===== src/rtl/change_dispenser.sv =====
// Change dispenser: greedy coin payout (25/10/5/1) against per-denomination hopper inventory.
// Optional coin_ready timeout enabled by defining CHANGE_TIMEOUT_EN.
module change_dispenser #(
    parameter int unsigned CURRENCY_WIDTH = 7,
    parameter int unsigned INIT_COUNT     = 8,
    parameter int unsigned TIMEOUT_CYCLES = 255
) (
    input  logic                      clk,
    input  logic                      rstn,
    input  logic                      dispense_valid,
    input  logic [CURRENCY_WIDTH-1:0] currency_change,
    input  logic                      coin_ready,
    input  logic                      refill,
    input  logic [1:0]                refill_denom,
    input  logic [7:0]                refill_qty,
    output logic                      coin_valid,
    output logic [1:0]                coin_denom,
    output logic                      busy,
    output logic                      change_done,
    output logic                      change_short,
    output logic [CURRENCY_WIDTH-1:0] short_amount,
    output logic                      overrun
);

    localparam int unsigned VW = CURRENCY_WIDTH + 5;

    typedef enum logic [1:0] {IDLE, SELECT, ISSUE, DONE} state_e;

    state_e                    state_q, state_d;
    logic [CURRENCY_WIDTH-1:0] remaining_q, remaining_d;
    logic [CURRENCY_WIDTH-1:0] short_amount_q, short_amount_d;
    logic [1:0]                coin_denom_q, coin_denom_d;
    logic                      short_q, short_d;
    logic                      overrun_q;
    logic [7:0]                inv_q [4];
    logic [7:0]                inv_d [4];
    logic [9:0]                inv_sum;
    logic                      handshake;
    logic                      pick_found;
    logic [1:0]                pick;

    function automatic logic [VW-1:0] coin_value(input logic [1:0] d);
        case (d)
            2'd0:    return VW'(1);
            2'd1:    return VW'(5);
            2'd2:    return VW'(10);
            default: return VW'(25);
        endcase
    endfunction

    assign handshake = (state_q == ISSUE) && coin_ready;

`ifdef CHANGE_TIMEOUT_EN
    localparam int unsigned TW = $clog2(TIMEOUT_CYCLES + 1);
    logic [TW-1:0] tmo_q, tmo_d;
    logic          tmo_hit;

    assign tmo_hit = (tmo_q == TW'(TIMEOUT_CYCLES - 1));
    // Zero outside ISSUE, so entering ISSUE always starts a fresh count
    assign tmo_d   = (state_q == ISSUE && !coin_ready) ? tmo_q + TW'(1) : '0;

    always_ff @(posedge clk or negedge rstn) begin
        if (!rstn) tmo_q <= '0;
        else       tmo_q <= tmo_d;
    end
`else
    logic unused_timeout;
    assign unused_timeout = (TIMEOUT_CYCLES != 0);
`endif

    // Ascending scan: the last qualifying denomination is the largest
    always_comb begin
        pick_found = 1'b0;
        pick       = 2'd0;
        for (int unsigned i = 0; i < 4; i++) begin
            if (inv_q[i] != 8'd0 && coin_value(2'(i)) <= VW'(remaining_q)) begin
                pick_found = 1'b1;
                pick       = 2'(i);
            end
        end
    end

    always_comb begin
        state_d        = state_q;
        remaining_d    = remaining_q;
        short_amount_d = short_amount_q;
        coin_denom_d   = coin_denom_q;
        short_d        = short_q;
        case (state_q)
            IDLE: begin
                if (dispense_valid) begin
                    remaining_d    = currency_change;
                    short_amount_d = '0;
                    short_d        = 1'b0;
                    state_d        = SELECT;
                end
            end
            SELECT: begin
                if (remaining_q == '0) begin
                    state_d = DONE;
                end else if (pick_found) begin
                    coin_denom_d = pick;
                    state_d      = ISSUE;
                end else begin
                    short_amount_d = remaining_q;
                    short_d        = 1'b1;
                    state_d        = DONE;
                end
            end
            ISSUE: begin
                if (coin_ready) begin
                    remaining_d = remaining_q - CURRENCY_WIDTH'(coin_value(coin_denom_q));
                    state_d     = SELECT;
                end
`ifdef CHANGE_TIMEOUT_EN
                else if (tmo_hit) begin
                    short_amount_d = remaining_q;
                    short_d        = 1'b1;
                    state_d        = DONE;
                end
`endif
            end
            default: state_d = IDLE;
        endcase
    end

    // Refill and payout may hit the same counter in one cycle: apply the net change
    always_comb begin
        inv_sum = '0;
        for (int unsigned i = 0; i < 4; i++) begin
            inv_sum = {2'b00, inv_q[i]};
            if (refill && refill_denom == 2'(i))
                inv_sum = inv_sum + {2'b00, refill_qty};
            if (handshake && coin_denom_q == 2'(i))
                inv_sum = inv_sum - 10'd1;
            if (inv_sum[9])      inv_d[i] = '0;
            else if (inv_sum[8]) inv_d[i] = '1;
            else                 inv_d[i] = inv_sum[7:0];
        end
    end

    always_ff @(posedge clk or negedge rstn) begin
        if (!rstn) begin
            state_q        <= IDLE;
            remaining_q    <= '0;
            short_amount_q <= '0;
            coin_denom_q   <= '0;
            short_q        <= 1'b0;
            overrun_q      <= 1'b0;
            for (int unsigned i = 0; i < 4; i++) inv_q[i] <= 8'(INIT_COUNT);
        end else begin
            state_q        <= state_d;
            remaining_q    <= remaining_d;
            short_amount_q <= short_amount_d;
            coin_denom_q   <= coin_denom_d;
            short_q        <= short_d;
            overrun_q      <= dispense_valid && (state_q != IDLE);
            for (int unsigned i = 0; i < 4; i++) inv_q[i] <= inv_d[i];
        end
    end

    assign coin_valid   = (state_q == ISSUE);
    assign coin_denom   = coin_denom_q;
    assign busy         = (state_q != IDLE);
    assign change_done  = (state_q == DONE);
    assign change_short = (state_q == DONE) && short_q;
    assign short_amount = short_amount_q;
    assign overrun      = overrun_q;

endmodule


===== config.mk =====
export PLATFORM = sky130hd
export DESIGN_NAME = change_dispenser
export DESIGN_NICKNAME = d
export VERILOG_FILES = /design/src/rtl/change_dispenser.sv
export SDC_FILE = /design/constraint.sdc
export NUM_CORES = 1
export LEC_CHECK = 0
export CAP_MARGIN = 20
export CORE_MARGIN = 10
export CORE_UTILIZATION = 40
export CTS_CLUSTER_SIZE = 16
export DETAILED_ROUTE_END_ITERATION = 8
export PLACE_DENSITY = 0.62
export SYNTH_ARGS = -nofsm -noshare
export SYNTH_HDL_FRONTEND = slang
export SYNTH_SLANG_ARGS = --single-unit

===== constraint.sdc =====
create_clock -name clk -period 3.8 [get_ports clk]
set_input_delay 0.38 -clock clk [delete_from_list [all_inputs] [get_ports clk]]
set_output_delay 0.38 -clock clk [all_outputs]
set_load 0.01 [all_outputs]

==> results of run 1 <==
-- layer usage --
metal | vias up | GRT usage, % | share of wire (%)
met1 | 2460 | 20.3 | 46
met4 | 0 | 4.50 | 1.5
met2 | 77 | 27.1 | 50
met5 | - | 0 | 0
met3 | 17 | 1.73 | 2.3
li1 | 2523 | - | -
-- where the power goes --
group          leakage [uW]  switching [uW]  internal, uW  total, uW
registers          0.000605             352           830       1180
logic               0.00172            1620          1260       2880
clock network     0.0000702             237           247        483
-- worst paths after layout --
path	start	to	slack, ns	depth (start not counted)
max in group asynchronous	rstn	inv_q[11]	2.77	2
worst min-delay path	rstn	inv_q[21]	0.15	1
worst min register to register	short_amount[0]	short_amount[0]	0.53	2
worst max-delay path	refill_qty[0]	inv_q[19]	0.51	11
worst max register to register	inv_q[0]	inv_q[7]	0.80	11
min in group clk	short_amount[0]	short_amount[0]	0.53	2
-- stage by stage --
| stage | area, um^2 | total power, uW |
|---|---|---|
| 6_report | 6110 | 4550 |
| 5_1_grt | 6110 | 4960 |
| 4_1_cts | 6110 | 4540 |
| 3_5_place_dp | 5970 | 4040 |
| 3_3_place_gp | 5970 | 3920 |
| 2_1_floorplan | 5400 | 3270 |
-- kinds of logic after synthesis --
family | Yosys count
buffers and inverters | 48
XOR/XNOR | 23
AND/OR/NAND/NOR | 255
adder cells (fa/ha/maj) | 46
flip-flops | 52
AO/OA/AOI/OAI | 191
multiplexers | 33
-- worst reg2reg max path: cells and delay by family (launching register included) --
kind                     cells  cell delay [ns]
AO/OA/AOI/OAI                3             0.69
adder cells (fa/ha/maj)      3             0.92
buffers and inverters        1             0.07
flip-flops                   1             0.41
multiplexers                 1             0.36
AND/OR/NAND/NOR              3             0.47
-- cell type report --
class                      instances  share of cell area, %
inverter                          30                   1.84
timing repair buffer              47                   7.12
multi-input combinational        548                   63.7
clock inverter                     3                  0.348
clock buffer                       5                   2.05
tap                              176                   3.60
sequential                        52                   21.4
-- placed cells by master, fill, tap and decap left out, types with 17 or more instances in the layout --
master	netlist	layout
ha_1	41	41
clkdlybuf4s50_1	0	34
dfrtp_1	48	48
inv_1	29	29
xnor2_1	17	17
nor2_1	57	57
nand2_1	50	50
nand3_1	22	22
nor3_1	21	21
mux2i_1	26	26
a21oi_1	35	35
o21ai_0	46	46
-- sequential cells by signal, indices dropped and copies added, names as in the netlist --
register,cells
short_amount,7
short_q,1
coin_denom,2
inv_q,32
overrun,1
state_q,2
remaining_q,7
==> metrics.cfg, run 1 <==
[status]
status=complete, no violations

[clocking]
clk_pin_slew_ns=0.08
clock_latency_ns=0.31
cts_sinks=52
cts_setup_buffers=0
cts_buffer_depth=2
ctsHoldBuffers=0
cts_resized=0
cts_tree=yes
cts_htree_levels=2
cts_root_buffer=clkbuf_16
cts_buffers=5

[sta]
fmax_ghz=0.304
tightest_slew_ns=0.784
setup_slack_ns=0.506
hold_viol_final=0
min_period_over_period_pct=86.7
grt_setup_unrepaired=no
whs_ns=0.146
fin_skew_ns=0.00830
setup_viol=0
slew_headroom_pct=47.7
period_minus_slack_ns=3.29
drv_slew=0
fin_tns_setup_ns=0

[finish]
final_layout_size_suffix_gt1_share_pct=8.76
final_core_utilization_pct=46.2
fill_cells=1322
finish.net_count=752
area_growth_pct=13.2
finalNonFillerCells=861
diodes=0
regArea_um2=1310
multi_input_area_um2=3890

[grt]
grt_util_all_layers_pct=15.8
grt_pass1_wl_um=24200
overflow=0
grt_max_degree=29
grt_pass1_vias=4922
antenna_found_initial=0

[critical_path]
worstSetupStartpointType=input port
path_cells=clkdlybuf4s50_1 > ha_1 > inv_1 > fa_1 > nand2b_1 > a21oi_1 > o21a_1 > xor2_1 > o31a_1 > nor4_1 > nor4_1
cp_top_family=simple AND/OR/NAND/NOR gates
required_ns=4.01
end_kind=flip-flop
cp.arrival_ns=3.51
max_stage_delay_ns=0.61
cp_max_fo=9
crit_path_top_delay_cell=nor4_1
timing.critical_path.buf_inv=2
path_class=input port to flip-flop
cpMostUsedCell=nor4_1

[detailed_routing]
vias=5077
post_drt_wl_per_cell_um=17.1
drt_iter0_drc=426
route.detailed.drc=0
dr.pass1.iters=5
vias_per_cell=5.90
final_antenna_net_count=0
drt_wl_total_um=14800

[logic_synthesis]
muxShareOfSynthArea_pct=6.37
yosys_warnings=0
ys_seq_area_share_pct=24.2
synth-simple-area-share_pct=25.0
yosys.area.top_type_share_pct=22.3
ys_seq_elements=52
synthCells=648
synth_cell_types=77
async_reset_ff_share_pct=100
yosysTopAreaCell=dfrtp_1
synthXorXnorAreaFrac_pct=3.73
avgSynthCellArea_um2=8.33
synth-compound-area-share_pct=25.6
synth_area_um2=5400
synth_most_common_cell=nor2_1
synth_top_family_by_area=compound AO/OA/AOI/OAI gates
synth_adder_area_share_pct=11.4
ys.flop_type=dfrtp_1
synth_nets=716
synth_edf_count=0
synthTopCellsByCount=nor2_1 (57), nand2_1 (50), dfrtp_1 (48), o21ai_0 (46), ha_1 (41)
ys_top_cells_by_area=dfrtp_1 (22%), ha_1 (9.5%), mux2i_1 (4.8%)

[floorplanning]
start_util_pct=40.8
die_x_um=136
die-area_um2=18500
num_io_pins=36
die_h_um=136
core_um2=13200
placement_rows=42

[pwr]
vdd_drop_max_mv=0.231
power.density_nw_per_um2=744
leakage_uw=0.00239

[place]
numPlacedInstances=853
gp_congestion=0.843
dpl.hpwl_um=11400
dp_slack_ns=0.216
place.port_buffers=35

[hold_path]
min_path_type=input port to async pin

[job]
cap_violations=0

Power figures use the tool's default switching activity.
==> run 2: changes to the inputs <==
--- a/config.mk
+++ b/config.mk
@@ -8,7 +8,9 @@
 export CAP_MARGIN = 20
+export CELL_PAD_IN_SITES_DETAIL_PLACEMENT = 1
+export CELL_PAD_IN_SITES_GLOBAL_PLACEMENT = 2
 export CORE_MARGIN = 10
-export CORE_UTILIZATION = 40
+export CORE_UTILIZATION = 34
 export CTS_CLUSTER_SIZE = 16
 export DETAILED_ROUTE_END_ITERATION = 8
-export PLACE_DENSITY = 0.62
+export PLACE_DENSITY = 0.83
 export SYNTH_ARGS = -nofsm -noshare
==> constraint.sdc (replaced) <==
create_clock -name clk -period 2.77 [get_ports clk]
set_input_delay 0.277 -clock clk [delete_from_list [all_inputs] [get_ports clk]]
set_output_delay 0.277 -clock clk [all_outputs]
set_load 0.05 [all_outputs]
==> run 2 against run 1 <==
  * The flow now finishes with violations (negative setup slack)
  * Combinational power is 110% higher
  * Critical endpoint is now inv_q[13]
  * Largest cell class unchanged
  * Clock skew is 0.0032 ns lower
  * Sequential power is 38% higher
  * Non-clock buffer count is 157 higher
  * Final cell count is 23% higher
==> metrics.cfg, run 2 (synthesis gave the netlist of run 1 again) <==
[sta]
hold_viol_final=0
grt_setup_unrepaired=yes
tightest_slew_ns=0.562
min_period_over_period_pct=100
slew_headroom_pct=62.1
fin_skew_ns=0.00512
setup_viol=1
fin_tns_setup_ns=-0.0129
period_minus_slack_ns=2.78
fmax_ghz=0.359
setup_slack_ns=-0.0129
drv_slew=0

[finish]
final_core_utilization_pct=49.3
final_layout_size_suffix_gt1_share_pct=33.5
regMostFlops=inv_q
largest_register_ffs=32
final_common_cell=buf_4
regArea_um2=1310
fill_cells=1883
multi_input_area_um2=4270
finish.net_count=909
finalNonFillerCells=1058
layout_common_cells=buf_4 (164), nor2_1 (54), nand2_1 (47)
area_growth_pct=43.5
diodes=0

[floorplanning]
die_x_um=146
placement_rows=46
die_h_um=146
core_um2=15700
die-area_um2=21300
num_io_pins=36
start_util_pct=34.4

[status]
status=finished, violations left
violations=negative setup slack

[place]
gp_congestion=0.854
dpl.hpwl_um=15100
numPlacedInstances=1033
place.port_buffers=35

[critical_path]
path_class=flip-flop to flip-flop
r2r_setup_slack_ns=-0.01
end_kind=flip-flop
required_ns=3.00
worstSetupStartpointType=flip-flop
cp_max_fo=5
cp.arrival_ns=3.01

[clocking]
cts_tree=yes
cts_buffer_depth=2
clk_pin_slew_ns=0.08
cts_root_buffer=clkbuf_16
cts_buffers=5
clock_latency_ns=0.31
cts_sinks=52
cts_htree_levels=2

[pwr]
power_frac_comb_pct=71.9
clkPwrFrac_pct=8.2
p_int_uw=4240
power.density_nw_per_um2=1060
swShare_pct=48.4
finalPower_uw=8220
leakage_uw=0.00325
vdd_drop_max_mv=0.354
seq_power_share_pct=19.9
p_sw_uw=3980

[grt]
grt_pass1_wl_um=31200
grt_pass1_vias=6193
grt_util_all_layers_pct=17.3
grt_max_degree=53
overflow=0
antenna_found_initial=0

[detailed_routing]
dr.pass1.iters=4
drt_iter0_drc=323
post_drt_wl_per_cell_um=18.8
vias=5887
route.detailed.drc=0
vias_per_cell=5.56
drt_wl_total_um=19900
final_antenna_net_count=0

[job]
cap_violations=0

[hold_path]
min_path_type=input port to async pin

==> run 2: critical path, stage by stage, from the launching register on <==
cell,delay (ns)
dfrtp_1,0.39
ha_2,0.21
inv_2,0.04
fa_2,0.53
nor3b_1,0.28
o211ai_1,0.24
a2111oi_4,0.41
nor3_1,0.12
a221o_1,0.38
nor3_2,0.11
==> run 2: metrics by stage <==
stage / area, um^2 / hold WS, ns / setup WS, ns
final: 7740 / 0.497 / -0.0129
after global routing: 7740 / 0.535 / -0.152
after CTS: 7360 / 0.508 / 0.00132
after detailed placement: 7090 / 0.307 / -0.624
after global placement: 7090 / 0.303 / -0.496
after floorplan: 5400 / -0.0186 / 0.126
==> run 2: cell type report <==
type | count | area share (%)
Clock buffer | 6 | 1.66
Clock inverter | 2 | 0.210
Inverter | 30 | 1.45
Multi-Input combinational cell | 548 | 55.1
Sequential cell | 52 | 16.9
Tap cell | 216 | 3.49
Timing Repair Buffer | 204 | 21.2
==> run 2: power groups by stage <==
stage | sequential (uW) | combinational, uW | clock (uW)
after floorplan | 1620 | 3100 | 0
after global placement | 1600 | 5000 | 0
after detailed placement | 1630 | 5290 | 0
after CTS | 1620 | 5460 | 689
after global routing | 1680 | 6470 | 719
final | 1630 | 5910 | 674
==> run 2: path summary, 6_finish.rpt <==
kind / startpoint / end / cells after the start
worst max-delay path: inv_q[8] / inv_q[13] / 9
worst min-delay path: rstn / inv_q[1] / 3
worst max register to register: inv_q[8] / inv_q[13] / 9
worst min register to register: short_amount[6] / short_amount[6] / 2
max in group asynchronous: rstn / inv_q[19] / 3
min in group clk: currency_change[2] / remaining_q[2] / 3
==> run 2: what timing repair did <==
item	in CTS	in global routing
pin swaps	5	23
hold endpoints to repair	48	0
endpoints found under the setup margin	32	31
cloned	0	1
hold buffers	1	0
buffers inserted	3	13
resized for setup	24	70
==> run 2: per-layer routing <==
| layer | vias up | wire [um] | GRT usage (%) |
|---|---|---|---|
| met5 | - | 0 | 0 |
| met3 | 12 | 409 | 2.11 |
| met2 | 66 | 10600 | 31.8 |
| li1 | 2830 | - | - |
| met1 | 2979 | 8670 | 20.9 |
| met4 | 0 | 237 | 4.25 |
